--- config.mk ---
export PLATFORM = sky130hd
export DESIGN_NAME = cache_line_refill_ctrl
export DESIGN_NICKNAME = d
export VERILOG_FILES = /design/src/rtl/cache_line_refill_ctrl.sv
export SDC_FILE = /design/constraint.sdc
export NUM_CORES = 1
export LEC_CHECK = 0
export CAP_MARGIN = 20
export CORE_ASPECT_RATIO = 0.6
export CORE_UTILIZATION = 47
export CTS_CLUSTER_SIZE = 8
export DETAILED_ROUTE_END_ITERATION = 10
export PLACE_DENSITY_LB_ADDON = 0.08
export SYNTH_ARGS = -nofsm -noshare
export SYNTH_HDL_FRONTEND = slang
export SYNTH_SLANG_ARGS = --single-unit
--- constraint.sdc ---
create_clock -name clk -period 3 [get_ports clk]
set_input_delay 0.6 -clock clk [delete_from_list [all_inputs] [get_ports clk]]
set_output_delay 0.6 -clock clk [all_outputs]
set_load 0.01 [all_outputs]
--- src/rtl/cache_line_refill_ctrl.sv ---
// Cache line refill sequencer: writes back a dirty victim line, then fetches the
// requested line from the single-port data RAM into a fill buffer.
//
//   state     | meaning
//   ----------+-----------------------------------------------------------
//   IDLE      | waiting for a miss; miss_ready=1
//   WRITEBACK | one victim word written to RAM per cycle
//   READ      | one fill word address issued per cycle, previous word captured
//   DRAIN     | capture the last word returned by the RAM
//   DONE      | one-cycle done pulse; cache writes fill_data
module cache_line_refill_ctrl #(
  parameter int LINE_WORDS        = 4,
  parameter int LINE_ADDR_W       = 10,
  parameter int RAM_ADDR_W        = 10,
  parameter int ADDR_OFFSET_WORDS = 1024
) (
  input  logic                     clk,
  input  logic                     rst_n,
  input  logic                     miss_valid,
  output logic                     miss_ready,
  input  logic                     victim_dirty,
  input  logic [LINE_ADDR_W-1:0]   victim_addr,
  input  logic [LINE_WORDS*32-1:0] victim_data,
  input  logic [LINE_ADDR_W-1:0]   fill_addr,
  output logic [LINE_WORDS*32-1:0] fill_data,
  output logic                     done,
  output logic                     stall,
  output logic                     busy,
  output logic [RAM_ADDR_W-1:0]    ram_addr,
  output logic                     ram_we,
  output logic [31:0]              ram_wdata,
  input  logic [31:0]              ram_rdata
);

  localparam int CNT_W = (LINE_WORDS > 1) ? $clog2(LINE_WORDS) : 1;
  localparam int WA_W  = LINE_ADDR_W + CNT_W;
  localparam logic [CNT_W-1:0] CNT_LAST = CNT_W'(LINE_WORDS - 1);
  localparam logic [WA_W-1:0]  WA_OFFSET = WA_W'(ADDR_OFFSET_WORDS);

  typedef enum logic [2:0] {
    S_IDLE,
    S_WRITEBACK,
    S_READ,
    S_DRAIN,
    S_DONE
  } state_t;

  state_t                 state;
  logic [CNT_W-1:0]       cnt;
  logic [LINE_ADDR_W-1:0] victim_addr_q;
  logic [LINE_ADDR_W-1:0] fill_addr_q;
  logic [31:0]            victim_w [LINE_WORDS];
  logic [31:0]            fill_w   [LINE_WORDS];
  logic                   done_q;

  always_ff @(posedge clk or negedge rst_n) begin
    if (!rst_n) begin
      state         <= S_IDLE;
      cnt           <= '0;
      victim_addr_q <= '0;
      fill_addr_q   <= '0;
      done_q        <= 1'b0;
      for (int k = 0; k < LINE_WORDS; k++) begin
        victim_w[k] <= '0;
        fill_w[k]   <= '0;
      end
    end else begin
      done_q <= 1'b0;
      case (state)
        S_IDLE: begin
          if (miss_valid) begin
            victim_addr_q <= victim_addr;
            fill_addr_q   <= fill_addr;
            for (int k = 0; k < LINE_WORDS; k++) begin
              victim_w[k] <= victim_data[k*32 +: 32];
            end
            cnt   <= '0;
            state <= victim_dirty ? S_WRITEBACK : S_READ;
          end
        end
        S_WRITEBACK: begin
          cnt <= cnt + CNT_W'(1);
          if (cnt == CNT_LAST) begin
            state <= S_READ;
          end
        end
        S_READ: begin
          // RAM data lags the address by one cycle, so word i-1 lands now
          if (cnt != '0) begin
            fill_w[cnt - CNT_W'(1)] <= ram_rdata;
          end
          cnt <= cnt + CNT_W'(1);
          if (cnt == CNT_LAST) begin
            state <= S_DRAIN;
          end
        end
        S_DRAIN: begin
          fill_w[CNT_LAST] <= ram_rdata;
          done_q           <= 1'b1;
          state            <= S_DONE;
        end
        S_DONE: begin
          state <= S_IDLE;
        end
        default: begin
          state <= S_IDLE;
        end
      endcase
    end
  end

  logic [LINE_ADDR_W-1:0] line_sel;
  logic                   xfer;

  always_comb begin
    line_sel = (state == S_WRITEBACK) ? victim_addr_q : fill_addr_q;
    xfer     = (state == S_WRITEBACK) || (state == S_READ);
    // modular wrap below the offset is intentional
    ram_addr  = xfer ? RAM_ADDR_W'({line_sel, cnt} - WA_OFFSET) : '0;
    ram_we    = (state == S_WRITEBACK);
    ram_wdata = (state == S_WRITEBACK) ? victim_w[cnt] : '0;
  end

  always_comb begin
    fill_data = '0;
    for (int k = 0; k < LINE_WORDS; k++) begin
      fill_data[k*32 +: 32] = fill_w[k];
    end
  end

  // stall drops in DONE so the core resumes while the line is written
  assign stall      = ((state == S_IDLE) && miss_valid) || (state == S_WRITEBACK) ||
                      (state == S_READ) || (state == S_DRAIN);
  assign busy       = (state != S_IDLE);
  assign miss_ready = (state == S_IDLE);
  assign done       = done_q;

endmodule
After elaboration in Yosys (flattened, before gate mapping)
Cells that the tools add are included.
Widths: inputs -> output; s select.
Storage, ports and cells
  latch bits: 0
  memory bits (read-only): 0
  input port bits: 184
  word-level logic and storage cells: 65
  RAM bits: 0
  bits in registers: 278
  memories: 0
  output and inout bits: 175
Cells by class
  bitwise gates (word level): 2
  multiply operators: 0
  shift operators: 0
  muxes and demuxes: 19
  equality and inequality tests: 8
  reductions and logical operators: 17
  $lt $le $gt $ge: 3
  divide/modulo/power cells: 0
  $add $sub $neg: 3
Operators by type and width (number)
  $mux 32: 5
  $bwmux 128: 1
  $bmux 32 s2: 1
  $demux 32 s2: 1
  $pmux 32 s2: 1
  $pmux 3 s4: 1
  $mux 10: 1
  $sub 10x1->10 const B: 1
  $mux 3: 3
  $mux 8: 1
  $reduce_and 2->1: 4
  $eq 3x2->1 const B: 2
  $ge 3x3->1 const B: 2
  $ne 2x2->1 const B: 3
  $not 2->3: 2
  $reduce_bool 2->1: 3
  $logic_or 1x1->1: 4
  $mux 2: 2
  $pmux 2 s2: 1
  $eq 3x1->1 const B: 1
  $logic_not 3->1: 1
  $lt 3x1->1 const B: 1
  $reduce_and 3->1: 1
  $reduce_bool 3->1: 1
  other kinds (7): 8

Logic depth before layout (Yosys ltp)
  word-level depth: 9
  gate-level depth with buffers: 8
  gate-level depth less buffers: 5

Worst setup path after synthesis
OpenSTA, ideal clock, no wires.
  kind: register to register
  start: reg cnt[1]
  end: reg fill_w (netlist bit fill_data[100])
  slack: 0.660 ns
  clock period less this slack: 2.340 ns
  arrival: 2.216 ns
  stages on the path, launching flop included: 9
  library setup time: 0.125 ns
  path buffers: 3
  required time: 2.875 ns
  path through: dfrtp_1 clkbuf_1 clkbuf_1 inv_1 ha_1 nor2b_1 o21ai_1 buf_2 mux2_2
On the way
  word-level cells in the longest chain between the ends: 9
  elaborated cells on any way between the ends: 13
  those cells by class: add/sub (1); order compare (2); eq/ne (1); mux (5); bitwise (1); reduce/logical (3)
Ends and longest elaborated chain
  from (decl): line 49  | logic [CNT_W-1:0] cnt;
  from (signal assigned): line 82  | cnt <= cnt + CNT_W'(1);
  from (signal assigned): line 92  | cnt <= cnt + CNT_W'(1);
  $sub 2x1->2: line 90  | fill_w[cnt - CNT_W'(1)] <= ram_rdata;
  $not 2->3 (not written as such): line 90
  $ge 3x3->1 (not written as such) or $lt 3x1->1 (tied branches): line 90
  $logic_and 1x1->1 (not written as such): line 90
  $mux 32 (not written as such): line 90
  $demux 32 s2: line 90
  $bwmux 128: line 90
  $mux 32: line 89  | if (cnt != '0) begin
  $pmux 32 s2: line 69  | case (state)
  to (signal, indexed assignment): line 90
  to (signal, indexed assignment): line 98  | fill_w[CNT_LAST] <= ram_rdata;
  to (decl): line 53  | logic [31:0] fill_w [LINE_WORDS];
Several ways; a longest one is shown, not always the timed one. The select of a mux whose other input is x is not followed.
A chain may end at the register's enable or synchronous reset.

Final worst setup path
  start: reg cnt[0]
  end: out ram_wdata[16]
On the way
  word-level cells in the longest chain between the ends: 5
Ends and longest elaborated chain
  $not 2->3 (not written as such): line 121  | ram_wdata = (state == S_WRITEBACK) ? victim_w[cnt] : '0;
  $bmux 32 s2: line 121
  $mux 32 (not written as such) (2 in a row): line 121
  $mux 32: line 121
  to (decl): line 31  | output logic [31:0] ram_wdata,
No other way between the ends. The select of a mux whose other input is x is not followed.

==> flow_metrics.env <==
export IMPL_powerDensity_nw_per_um2=1140
export IMPL_dp_hpwl_um=20000
export IMPL_die_h_um=124
export IMPL_maxSlewHeadroom=0.636
export IMPL_dieWidth_um=205
export IMPL_nets=1285
export IMPL_startpoint_type="flop"
export IMPL_design_area_um2=16700
export IMPL_cts_buffer_depth=3
export IMPL_h_tree_depth=2
export IMPL_vdd_ir_drop_max_mv=0.668
export IMPL_rrSetupSlack_ns=0.72
export IMPL_cp_slowest_cell="mux4_2"
export IMPL_cts_tree="yes"
export IMPL_max_freq_mhz=343
export IMPL_grt_pass1_vias=7700
export IMPL_pin_count=359
export IMPL_r2r_start="cnt[1]$_DFFE_PN0P_"
export IMPL_skew_ns=0.0106
export IMPL_fin_setup_tns_ns=0
export IMPL_area_delta_synth_final_pct=43.7
export IMPL_grt_usage=0.231
export IMPL_grt_overflow=0
export IMPL_routed_via_density=5.21
export IMPL_place_ws_ns=0.421
export IMPL_antenna_found_initial=5
export IMPL_period_needed_ns=2.92
export IMPL_syn_num_nets=912
export IMPL_path_cells="buf_12 > mux4_2 > and2_1 > clkdlybuf4s50_1"
export IMPL_place_congestion=0.782
export IMPL_synth_flop_cell="dfrtp_1"
export IMPL_reg2regPathDepth=6
export IMPL_cellLeakagePower_nw=7.26
export IMPL_crit_fanout=26
export IMPL_vias=7398
export IMPL_clk_latency_ns=0.51
export IMPL_run_status="complete, no violations"
export IMPL_path_buf_inv=2
export IMPL_avgSynthCellArea_um2=16.1
export IMPL_final_core_util=0.690
export IMPL_tightest_slew_ns=0.546
export IMPL_arrival_ns=2.32
export IMPL_synth_area_um2=11600
export IMPL_r2r_end="fill_data[114]$_DFFE_PN0P_"
export IMPL_wl_um=29100
export IMPL_grt_pass1_wl_um=44100
export IMPL_fillers=1742
export IMPL_fin_crit_sh=0.973
export IMPL_die_area_um2=25400
export IMPL_hold_class="in -> async"
export IMPL_core_um2=24200
export IMPL_crit_type="reg -> out"
export IMPL_ys_warnings_count=0
export IMPL_rows=44
export IMPL_cts_buffers=40
export IMPL_start_util=0.480
export IMPL_hold_viol_final=0
export IMPL_drc=0
export IMPL_cts_root_buf="clkbuf_16"
export IMPL_cap_violations=0
export IMPL_synthDistinctLibCells=27
export IMPL_worstPathRequired_ns=2.40
export IMPL_synth_edff_count=0
export IMPL_clkTransAtPathRegs_ns=0.05
export IMPL_setup_viol=0
export IMPL_grt_max_degree=83
export IMPL_drt_initial_drc_count=386
export IMPL_post_dp_cell_area_um2=15600
export IMPL_routedWlPerCell_um=20.5
export IMPL_cts_num_sinks=278
export IMPL_slew_viol_final=0
export IMPL_cpPeakStageDelay_ns=0.52
export IMPL_layout_setup_ws_ns=0.0811
export IMPL_cp_end_kind="output pin"
export IMPL_ant_nets=0
export IMPL_postSynthCellCount=722
export IMPL_postCtsHoldBufs=0
export IMPL_drive_gt1_frac=0.346
export IMPL_ys_seq_area_frac=0.598
export IMPL_rsz0062_at_grt="false"
export IMPL_io_buffers=354
export IMPL_ys_async_sr_fraction=1.00
export IMPL_critical_path_top_delay_family="buffers and inverters"
export IMPL_first_pass_iters=4
export IMPL_ys_ff_latch=278
## per-layer routing
metal	vias up	wire [µm]	GRT usage
li1	3332	-	-
met4	4	580	0.0699
met3	43	2710	0.0903
met2	228	13000	0.339
met5	-	28	0
met1	3791	12800	0.316
## cell usage in the layout (no fill, tap or decap), drive strengths merged
master,synthesis,final
dlygate4sd2,0,6
a2111oi,1,1
a21oi,9,9
mux4,32,32
nand3b,3,3
nor4b,2,2
inv,4,4
o21ai,1,1
clkbuf,5,43
a211oi,1,1
diode,0,2
or3,1,1
o21bai,1,1
or3b,1,1
dfrtp,278,278
nand2b,1,1
ha,6,6
nand2,17,17
nor2,5,5
buf,40,23
mux2,274,274
clkdlybuf4s50,0,323
dlymetal6s2s,0,24
nor2b,4,4
nor3,1,1
xor2,1,1
and2,34,34
## worst max-delay path by stage
| stage | start | depth (start not counted) | end |
|---|---|---|---|
| final | cnt[0]$_DFFE_PN0P_ | 4 | ram_wdata[16] |
| after global routing | state[1]$_DFFE_PN0P_ | 5 | ram_addr[3] |
| after CTS | cnt[0]$_DFFE_PN0P_ | 4 | ram_wdata[14] |
| after detailed placement | state[1]$_DFFE_PN0P_ | 5 | ram_addr[3] |
| after global placement | state[1]$_DFFE_PN0P_ | 6 | ram_addr[6] |
| after floorplan | cnt[1]$_DFFE_PN0P_ | 8 | fill_data[100]$_DFFE_PN0P_ |
## logic make-up after synthesis
| family | Yosys count | share of synthesized area |
|---|---|---|
| AND/OR/NAND/NOR | 69 | 0.0351 |
| multiplexers | 306 | 0.327 |
| buffers and inverters | 49 | 0.0261 |
| flip-flops | 278 | 0.598 |
| adder cells (fa/ha/maj) | 6 | 0.00645 |
| AO/OA/AOI/OAI | 13 | 0.00635 |
| XOR/XNOR | 1 | 0.000753 |
## power by group
part | internal, mW | total [mW] | switching, mW
Combinational | 5.22 | 8.45 | 3.23
Clock | 2.41 | 3.89 | 1.48
Sequential | 5.71 | 6.69 | 0.981
Total | 13.3 | 19.0 | 5.69
## through the flow
| stage | hold WS, ns | power, mW | instances |
|---|---|---|---|
| 2_1_floorplan | 0.304 | 11.2 | 722 |
| 3_3_place_gp | 0.484 | 15.1 | 1374 |
| 3_5_place_dp | 0.491 | 15.3 | 1374 |
| 4_1_cts | 0.0274 | 19.3 | 1418 |
| 5_1_grt | 0.0377 | 20.1 | 1418 |
| 6_report | 0.0146 | 19.0 | 1420 |
## flip-flops by register name, indices dropped and copies added, names as in the netlist
register,cells
done,1
cnt,2
victim_addr_q,8
fill_addr_q,8
fill_data,128
victim_w,128
state,3
## what timing repair did
| action | CTS | global route |
|---|---|---|
| setup buffers | 1 | 0 |
| endpoints found under the setup margin | 38 | 28 |
| gates resized for setup | 9 | 26 |
| gates cloned | 0 | 0 |
## layout make-up
cell class / count / area [µm²] / area share
antenna: 2 / 5.00 / 0.000299
multi-input combinational: 395 / 4400 / 0.263
tap: 322 / 403 / 0.0241
sequential: 278 / 6960 / 0.416
timing repair buffer: 376 / 3880 / 0.232
clock buffer: 43 / 1040 / 0.0624
inverter: 4 / 17.5 / 0.00105
## cell usage after synthesis (all sizes together), types with 2 or more instances
cell    number  area [µm²]
dfrtp      278        6960
mux2       274        3090
buf         40         270
and2        34         213
mux4        32         721
nand2       17        63.8
a21oi        9        45.0
ha           6        75.1
clkbuf       5        18.8
nor2         5        18.8
inv          4        15.0
nor2b        4        25.0
nand3b       3        22.5
nor4b        2        38.8
No activity file was read; power rests on OpenSTA's default activity.
